--- src/rtl/seq_divider_8_pkg.sv ---
// Shared definitions for the sequential restoring divider: default operand
// width and the controller state encoding.
package seq_divider_8_pkg;

  localparam int DEFAULT_WIDTH = 8;

  typedef enum logic [1:0] {
    ST_IDLE = 2'd0,
    ST_RUN  = 2'd1,
    ST_DONE = 2'd2
  } div_state_t;

endpackage

--- src/rtl/seq_divider_8_div_step.sv ---
// One restoring-division iteration: shift in the next dividend bit,
// trial-subtract the divisor and keep the difference only if it did not borrow.
module div_step #(
  parameter int WIDTH = 8
) (
  input  logic [WIDTH:0]   rem_in,
  input  logic             dividend_bit,
  input  logic [WIDTH-1:0] divisor,
  output logic [WIDTH:0]   rem_out,
  output logic             q_bit
);

  logic [WIDTH+1:0] shifted;
  logic [WIDTH+1:0] trial;

  // The top bit of trial is the borrow of the subtraction, i.e. the quotient bit inverted.
  always_comb begin
    shifted = {rem_in, dividend_bit};
    trial   = shifted - {2'b00, divisor};
    q_bit   = ~trial[WIDTH+1];
    rem_out = q_bit ? trial[WIDTH:0] : shifted[WIDTH:0];
  end

endmodule

--- src/rtl/seq_divider_8.sv ---
// Sequential unsigned divider: one restoring step per clock, results and the
// divide-by-zero flag registered on entry to the one-cycle DONE state.
module seq_divider_8
  import seq_divider_8_pkg::*;
#(
  parameter int WIDTH = DEFAULT_WIDTH
) (
  input  logic             clk,
  input  logic             rst,
  input  logic             start,
  input  logic [WIDTH-1:0] dividend,
  input  logic [WIDTH-1:0] divisor,
  output logic             busy,
  output logic             done,
  output logic [WIDTH-1:0] quotient,
  output logic [WIDTH-1:0] remainder,
  output logic             dbz
);

  localparam int CNT_W = $clog2(WIDTH + 1);
  localparam logic [CNT_W-1:0] LAST_COUNT = CNT_W'(WIDTH);

  div_state_t       state;
  logic [CNT_W-1:0] count;
  logic [WIDTH:0]   rem_acc;
  logic [WIDTH-1:0] dvd_sh;
  logic [WIDTH-1:0] dvs_r;

  logic [WIDTH:0]   step_rem;
  logic             step_q;

  div_step #(
    .WIDTH(WIDTH)
  ) u_step (
    .rem_in      (rem_acc),
    .dividend_bit(dvd_sh[WIDTH-1]),
    .divisor     (dvs_r),
    .rem_out     (step_rem),
    .q_bit       (step_q)
  );

  // dvd_sh starts as the dividend and fills with quotient bits from the LSB,
  // so after WIDTH steps it holds the complete quotient.
  always_ff @(posedge clk or posedge rst) begin
    if (rst) begin
      state     <= ST_IDLE;
      count     <= '0;
      rem_acc   <= '0;
      dvd_sh    <= '0;
      dvs_r     <= '0;
      busy      <= 1'b0;
      done      <= 1'b0;
      quotient  <= '0;
      remainder <= '0;
      dbz       <= 1'b0;
    end else begin
      done <= 1'b0;
      case (state)
        ST_IDLE, ST_DONE: begin
          busy <= 1'b0;
          if (start) begin
            state   <= ST_RUN;
            busy    <= 1'b1;
            count   <= '0;
            rem_acc <= '0;
            dvd_sh  <= dividend;
            dvs_r   <= divisor;
          end else begin
            state <= ST_IDLE;
          end
        end

        ST_RUN: begin
          if (dvs_r == '0) begin
            state     <= ST_DONE;
            busy      <= 1'b0;
            done      <= 1'b1;
            quotient  <= '1;
            remainder <= dvd_sh;
            dbz       <= 1'b1;
          end else if (count == LAST_COUNT) begin
            state     <= ST_DONE;
            busy      <= 1'b0;
            done      <= 1'b1;
            quotient  <= dvd_sh;
            remainder <= rem_acc[WIDTH-1:0];
            dbz       <= 1'b0;
          end else begin
            busy    <= 1'b1;
            rem_acc <= step_rem;
            dvd_sh  <= (dvd_sh << 1) | WIDTH'(step_q);
            count   <= count + CNT_W'(1);
          end
        end

        default: begin
          state <= ST_IDLE;
          busy  <= 1'b0;
        end
      endcase
    end
  end

endmodule
--- config.mk ---
export PLATFORM = sky130hd
export DESIGN_NAME = seq_divider_8
export DESIGN_NICKNAME = d
export VERILOG_FILES = /design/src/rtl/seq_divider_8_pkg.sv /design/src/rtl/seq_divider_8_div_step.sv /design/src/rtl/seq_divider_8.sv
export SDC_FILE = /design/constraint.sdc
export NUM_CORES = 1
export LEC_CHECK = 0
export ABC_AREA = 0
export CAP_MARGIN = 10
export CORE_ASPECT_RATIO = 0.75
export CORE_MARGIN = 10
export CORE_UTILIZATION = 50
export CTS_CLUSTER_DIAMETER = 100
export DETAILED_ROUTE_END_ITERATION = 10
export PLACE_DENSITY = 0.82
export SLEW_MARGIN = 20
export SYNTH_ARGS = -nofsm -noshare
export SYNTH_HDL_FRONTEND = slang
export SYNTH_HIERARCHICAL = 1
export SYNTH_SLANG_ARGS = --single-unit
--- constraint.sdc ---
create_clock -name clk -period 3.2 [get_ports clk]
set_clock_uncertainty 0.15 [all_clocks]
set_input_delay 0.32 -clock clk [delete_from_list [all_inputs] [get_ports clk]]
set_output_delay 0.32 -clock clk [all_outputs]
set_load 0.02 [all_outputs]
==> metrics.cfg <==
[synthesis]
synth_top_cell_by_area=dfrtp_1
synth_top_cells_by_area=dfrtp_1, nand2_1, mux2_2
netlist_area_um2=2730
avgSynthCellArea_um2=10.8
synth_edf_count=0
synth_nets=284
synth_ff_type=dfrtp_1
ys_warn_count=6
synth_top_area_share=0.458
synth.ff_latch_count=50
netlist_instances=254
ys_types=50
async_reset_ff_frac=1.00
synth-seq-area-share=0.458

[cts]
htreeDepth=2
cts-resized-gates=0
cts_made_buffers=5
cts_tree=built
clk_pin_slew_worst_paths_ps=100
post_cts_buffers=0
clock_path_buffers=2
clk_latency_ps=320
hold_buffers=0
root_buffer=clkbuf_8
clock_sinks=50

[critical_path]
crit_arrival_ps=3070
cp-end-kind=register
startpoint_type=register
worst-path-max-fanout=8
ff2ff_setup_slack_ps=190
r2r-start=dvs_r[6]
rr_worst_depth=8
required_ps=3250
reg2reg_to=rem_acc[2]
critPathKind=reg2reg

[pwr]
seqPwrFrac=0.307
power.internal_w=0.00236
switchingPower_w=0.00173
ir_worst_vdd_v=0.000516
power.switching_fraction=0.423
pwr-share-clk=0.112
power.density_nw_per_um2=1270
p_leak_nw=1.43
pwr-share-comb=0.581

[final_layout]
diodes=0
nFillCells=439
nets=318
multi_input_area_um2=1330
instances_no_fill=364
drive_gt1_frac=0.145
final_common_cell=dfrtp_1
syn_to_final_growth_pct=18.2
regArea_um2=1250
layout_common_cells=dfrtp_1, nand2_1, clkdlybuf4s50_1

[grt]
grt_pass1_vias=2118
grt_start_max_net_pins=37
antenna_found_initial=0
grt_overflow_total=0
grt_usage=0.143
grt_pass1_wl_mm=10.6

[route]
num_vias=2035
ant_nets=0
drcViolationCount=0
wl_per_cell_um=16.7
routed_via_density=5.59
drt_wl_total_mm=6.07
drtPass1Iterations=4
detail_route.iter0.violations=121

[timing]
tightestPinTransition_ps=875
drv_slew=0
setup_violations=0
fin_setup_tns_ps=0
maxSlewHeadroom=0.415
setup_slack_ps=185
period_needed_ps=3010
rsz0062_at_grt=no
hold_viol_final=0
clock.fmax_ghz=0.332
fin_crit_sh=0.942

[outcome]
status=completed

[placed_design]
gp_congestion=0.837
dpl.cell_count=356
place_ws_ps=238
port-buffer-count=37
hpwl_mm=4.53

[die]
rows=23
start_util=0.514
die_y_um=84.0
core_area_um2=5320
io_pins=38
die_w_um=105
die_area_um2=8860

[flow_run]
cap_violations=0

[min_path]
hp-class=in2async

==> layout make-up <==
type / instances / area share
clock buffers: 5 / 0.0213
clock inverters: 3 / 0.0136
inverters: 16 / 0.0186
multi-input cells: 176 / 0.411
flip-flops and latches: 50 / 0.387
well taps: 75 / 0.0290
repair buffers: 39 / 0.119
==> metrics by stage <==
step	utilization	area (µm²)	hold slack (ps)	total power, W
floorplan	-	2730	321	0.00303
global placement	0.586	3120	311	0.00351
detailed placement	0.586	3120	314	0.00363
CTS	0.607	3230	168	0.00410
global route	0.607	3230	204	0.00442
finish	0.607	3230	160	0.00409
==> metal layers <==
layer	wire length [µm]	vias to the layer above	track usage
li1	-	987	-
met3	252	8	0.0370
met2	2940	32	0.235
met1	2800	1008	0.178
met4	75	0	0.0473
met5	0	-	0
==> kinds of logic (layout without fill, tap and decap cells) <==
kind of cell,after synthesis,after routing,share of synthesized area
AND/OR/NAND/NOR,82,82,0.163
flip-flops,50,50,0.458
buffers and inverters,28,63,0.0567
XOR/XNOR,7,7,0.0224
multiplexers,15,15,0.0609
AO/OA/AOI/OAI,61,61,0.186
adder cells (fa/ha/maj),11,11,0.0531
==> synthesized netlist by cell type (3+ instances only) <==
master,n
o221a_2,7
dfrtp_1,50
ha_1,10
buf_6,5
inv_1,15
nand3b_1,8
a31oi_1,8
nand2b_1,6
nor2_1,5
nand2_1,41
a21oi_1,14
a22o_1,10
xnor2_1,6
mux2_2,13
nand3_1,9
o221a_1,3
buf_2,4
==> flip-flops by register name, indices dropped and copies added, names as in the netlist <==
signal     flops
busy           1
count          4
dbz            1
done           1
dvd_sh         8
dvs_r          8
quotient       8
rem_acc        9
remainder      8
state          2
==> worst max-delay path, stage by stage (launching register included) <==
cell and delay, ps:
dfrtp_1 430, inv_1 60, ha_1 400, a21oi_2 110
and2_0 160, a221o_1 420, a221oi_4 580, mux2_2 400
a22o_1 200
==> worst max-delay path by stage <==
stage / start / to / slack (ps) / cells after the start
finish: dvs_r[6] / rem_acc[2] / 190 / 8
global route: dvs_r[3] / rem_acc[2] / 60 / 8
CTS: dvs_r[6] / rem_acc[2] / 200 / 8
detailed placement: dvs_r[6] / rem_acc[2] / 240 / 8
global placement: dvs_r[6] / rem_acc[6] / 380 / 8
floorplan: dvs_r[3] / rem_acc[2] / 530 / 8
==> power groups by stage <==
stage	clock (W)	sequential, W	combinational, W
floorplan	0	0.00133	0.00170
global placement	0	0.00125	0.00225
detailed placement	0	0.00127	0.00236
CTS	0.000465	0.00126	0.00238
global route	0.000491	0.00131	0.00263
finish	0.000458	0.00126	0.00238
(Power assumes the default switching activity.)
==> RTL edit 1, RTL diff (same flow settings) <==
Change the package constant `DEFAULT_WIDTH` from 8 to 16.
--- a/src/rtl/seq_divider_8_pkg.sv
+++ b/src/rtl/seq_divider_8_pkg.sv
@@ -3,5 +3,5 @@
 package seq_divider_8_pkg;
 
-  localparam int DEFAULT_WIDTH = 8;
+  localparam int DEFAULT_WIDTH = 16;
 
   typedef enum logic [1:0] {
Interface: changed (resized dividend, divisor, quotient and remainder); port bits go from 38 to 70. The function was not compared with the original's and may differ.
==> RTL edit 1 against the unedited design <==
Non-clock buffer count up 44; synthesized area up 83%; combinational power up 120%; cell area up 88%; setup slack worse by 0.038 ns; sequential cell count up 41; largest power group unchanged; wire length up 120%; critical endpoint unchanged; total power up 110%; sequential power up 82%.
==> RTL edit 1: results (changes against the unedited design) <==
synthesis:
  synth_mux_area_share_pct: 7.79  # +1.7 points
  synthCells: 470  # +85%
  synth_compound_area_share_pct: 21.4  # +2.8 points
  yosysSeqAreaShare_pct: 45.4  # -0.33 points
  synth_fp_nets: 524  # +85%
  ys_types: 62  # +24%
layout:
  multi_input_comb_cells: 324  # +84%
  drive_above_1_share_pct: 15.7  # +1.1 points
  final_cells: 668  # +84%
  stdcell_area_sq_um: 6080  # +88%
  sh_seq_area_pct: 37.4  # -1.3 points
  inv_count: 22  # +6
  utilization_pct: 62.5  # +1.8 points
  multi_input_area_share_pct: 40.1  # -0.94 points
  n_fill_cell: 760  # +73%
  buf_share_pct: 13.5  # +1.6 points
power_and_ir_drop:
  swShare_pct: 43.2  # +0.94 points
  clock_net_power_uw: 1070  # +130%
  ir_worst_vdd_mv: 0.594  # +15%
  seq_power_uw: 2290  # +82%
  seq_power_share_pct: 26.3  # -4.4 points
placed_design:
  dp.cells: 652  # +83%
  gp_congestion: 0.959  # +15%
  pre_cts_ws_ns: 0.0948  # -0.143 ns
  place_area_sq_um: 5780  # +85%
  hpwlAfterDp_mm: 9.67  # +110%
routing:
  routed_wl_mm: 13.6  # +120%
  dr_wl_met2_mm: 6.25  # +110%
  vias: 4090  # +100%
  first_pass_iters: 5  # +1
global_routing:
  grt_usage_pct: 18.7  # +4.4 points
  grtUsageMet1_pct: 26.1  # +8.3 points
  grtUsageMet3_pct: 4.76  # +1.1 points
  grt_pass1_wl_mm: 22.1  # +110%
  grt_max_degree: 56  # +51%
clocking:
  clockRootBuffer: "clkbuf_16"
  cts_buffers: 9  # +4
  clock_latency_ns: 0.35  # +0.03 ns
  htreeDepth: 3  # +1
setup_path:
  crit_arrival_ns: 3.14  # +0.07 ns
timing:
  tightest_slew_ns: 0.728  # -0.147 ns
status:
  outcome: "completed"
## RTL edit 1: timing repair
| item | 4_1_cts | 5_1_grt |
|---|---|---|
| gates resized for setup | 0 | 2 |
| hold buffers | 0 | 0 |
| endpoints found under the setup margin | 0 | 12 |
## RTL edit 1: worst paths after layout
kind | slack, ns | cells past startpoint | end
max | 0.15 | 10 | rem_acc[2]
max in group asynchronous | 1.96 | 3 | remainder[3]
max reg2reg | 0.15 | 10 | rem_acc[2]
min in group clk | 0.35 | 2 | dbz
min reg2reg | 0.35 | 2 | dbz
min | 0.23 | 2 | remainder[12]
## RTL edit 1: cells by family (layout without fill, tap and decap cells)
| kind of cell | after synthesis | after routing |
|---|---|---|
| compound gates | 149 | 149 |
| mux | 33 | 33 |
| xor+xnor | 16 | 16 |
| flops | 91 | 91 |
| simple gates | 107 | 107 |
| fa+ha+maj | 19 | 19 |
| buf+inv | 55 | 121 |
==> RTL edit 2, RTL diff (same flow settings) <==
Made on the original files. Reset style: synchronous (`rst`), changed in one clocked block.
--- a/src/rtl/seq_divider_8.sv
+++ b/src/rtl/seq_divider_8.sv
@@ -42,5 +42,5 @@
   // dvd_sh starts as the dividend and fills with quotient bits from the LSB,
   // so after WIDTH steps it holds the complete quotient.
-  always_ff @(posedge clk or posedge rst) begin
+  always_ff @(posedge clk) begin
     if (rst) begin
       state     <= ST_IDLE;
Formal check against the unedited RTL: differs if rst is asserted again (counterexample within 4 cycles, from zero or initial values and one cycle with rst high); with rst held inactive, the same outputs for 10 cycles.
==> RTL edit 2 against the unedited design <==
Sequential cell count did not move; critical endpoint is now rem_acc[4]; setup slack improved by 0.089 ns; synthesized area fell by 3.0%; cell area fell by 2.5%; via count rose by 17%; wire length rose by 8.0%; fmax rose by 3.0%.
Power is not compared: it rests on default switching activity, and its combinational part moved more than twofold at a synthesized area within 25%.
==> RTL edit 2: results (changes against the unedited design) <==
hold_path:
  hold_depth: 2
  hp-class: "reg -> reg"
layout:
  largest_reg_flops: 9  # unchanged
  drive_above_1_share_pct: 9.54  # -5.0 points
  top_register: "rem_acc"
  n_fill_cell: 450  # +2.5%
  final_cells: 418  # +15%
  layout.nets: 376  # +18%
  antenna_cells: 0  # unchanged
synthesis:
  ys_types: 48  # -4.0%
  synth_fp_nets: 350  # +23%
  yosys_warnings: 6  # unchanged
  synthAdderAreaFrac_pct: 5.47  # +0.17 points
  synth_area_leaders: "dfxtp_1 (38%), nand2_1 (7.2%), a21oi_1 (5.1%)"
  yosysSeqAreaShare_pct: 37.8  # -8.0 points
  avgSynthCellArea_sq_um: 8.29  # -23%
  yosys_most_used_dff: "dfxtp_1"
  synth_xor_area_share_pct: 1.98  # -0.26 points
  synth_compound_area_share_pct: 23.6  # +5.0 points
  synth_mux_area_share_pct: 2.88  # -3.2 points
  async_flop_share_pct: 0  # -100 points
  synth_common_cells: "nand2_1 (51), dfxtp_1 (50), a21oi_1 (27), inv_1 (21), clkbuf_1 (19)"
global_routing:
  grt_max_degree: 53  # +43%
  grt_pass1_vias: 2338  # +10%
  grt_usage_pct: 14.8  # +0.47 points
  grt_pass1_wl_mm: 11.1  # +5.2%
  grt_antenna_before_repair: 0  # unchanged
routing:
  vias_per_cell: 5.71  # +2.1%
  initialDrtViolationCount: 210  # +74%
  first_pass_iters: 4  # unchanged
  routed_wl_mm: 6.56  # +8.0%
power_and_ir_drop:
  ir_worst_vdd_mv: 0.241
  p_leak_uw: 0.00111
  power.switching_uw: 475
timing:
  final_hold_viol_count: 0  # unchanged
  slew_headroom_pct: 35.5  # -6.1 points
  fin_setup_tns_ns: 0  # unchanged
status:
  outcome: "completed"
placed_design:
  gp_congestion: 0.913  # +9.1%
  place_area_sq_um: 3040  # -2.6%
  dp.cells: 411  # +15%
  pre_cts_ws_ns: 0.334  # +0.0960 ns
  hpwlAfterDp_mm: 4.74  # +4.6%
  port_buffers: 37  # unchanged
clocking:
  htreeDepth: 2  # unchanged
  clockRootBuffer: "clkbuf_8"
  clkSlewWorstSetupHoldPaths_ns: 0.09
  cts_setup_buffers: 0  # unchanged
  post_cts_resized: 0  # unchanged
  cts.path.max_buffers: 2  # unchanged
  cts_buffers: 5  # unchanged
  clock_latency_ns: 0.31
setup_path:
  r2r_cells: 9  # +1
  crit_fanout: 8  # unchanged
  crit_arrival_ns: 2.92  # -0.15 ns
==> RTL edit 2: metrics by stage <==
step	utilization [%]	total power, uW
final	62.9	1590
after global routing	62.9	1660
after global placement	60.6	1130
after CTS	62.9	1590
after detailed placement	60.6	1140
after floorplan	-	1020
==> RTL edit 2: critical path: stages (launching register included) <==
cell and delay (ns):
dfxtp_1 0.36, inv_1 0.07, ha_1 0.35, a21oi_1 0.13, and2_0 0.17, a221o_1 0.40
a221oi_4 0.56, mux2_2 0.40, o211ai_1 0.08, a21oi_1 0.09
==> RTL edit 2: metal layers <==
layer	routed length, microns	share of wire (%)	vias up	GRT usage [%]
li1	-	-	1187	-
met1	3170	48	1126	20.8
met2	2910	44	69	22.1
met3	440	6.7	4	3.40
met4	36	0.55	0	3.75
met5	0	0	-	0
==> RTL edit 2: area by class of cell <==
cell class	count	share of cell area (%)
Clock buffer	6	2.62
Inverter	21	2.50
Tap cell	72	2.86
Timing Repair Buffer	43	13.0
Sequential cell	50	31.8
Multi-Input combinational cell	225	46.2
Clock inverter	1	0.954
==> RTL edit 2: final timing paths <==
kind | from | endpoint | slack [ns]
min reg2reg | dvs_r[6] | dvs_r[6] | 0.33
max | dvs_r[4] | rem_acc[4] | 0.27
min | dvs_r[6] | dvs_r[6] | 0.33
max reg2reg | dvs_r[4] | rem_acc[4] | 0.27
==> RTL edit 2: power by group through the flow <==
stage / logic, uW / registers, uW / clock network [uW]
finish: 426 / 707 / 454
CTS: 424 / 706 / 459
global placement: 411 / 718 / 0
global route: 467 / 712 / 485
floorplan: 286 / 735 / 0
detailed placement: 422 / 721 / 0
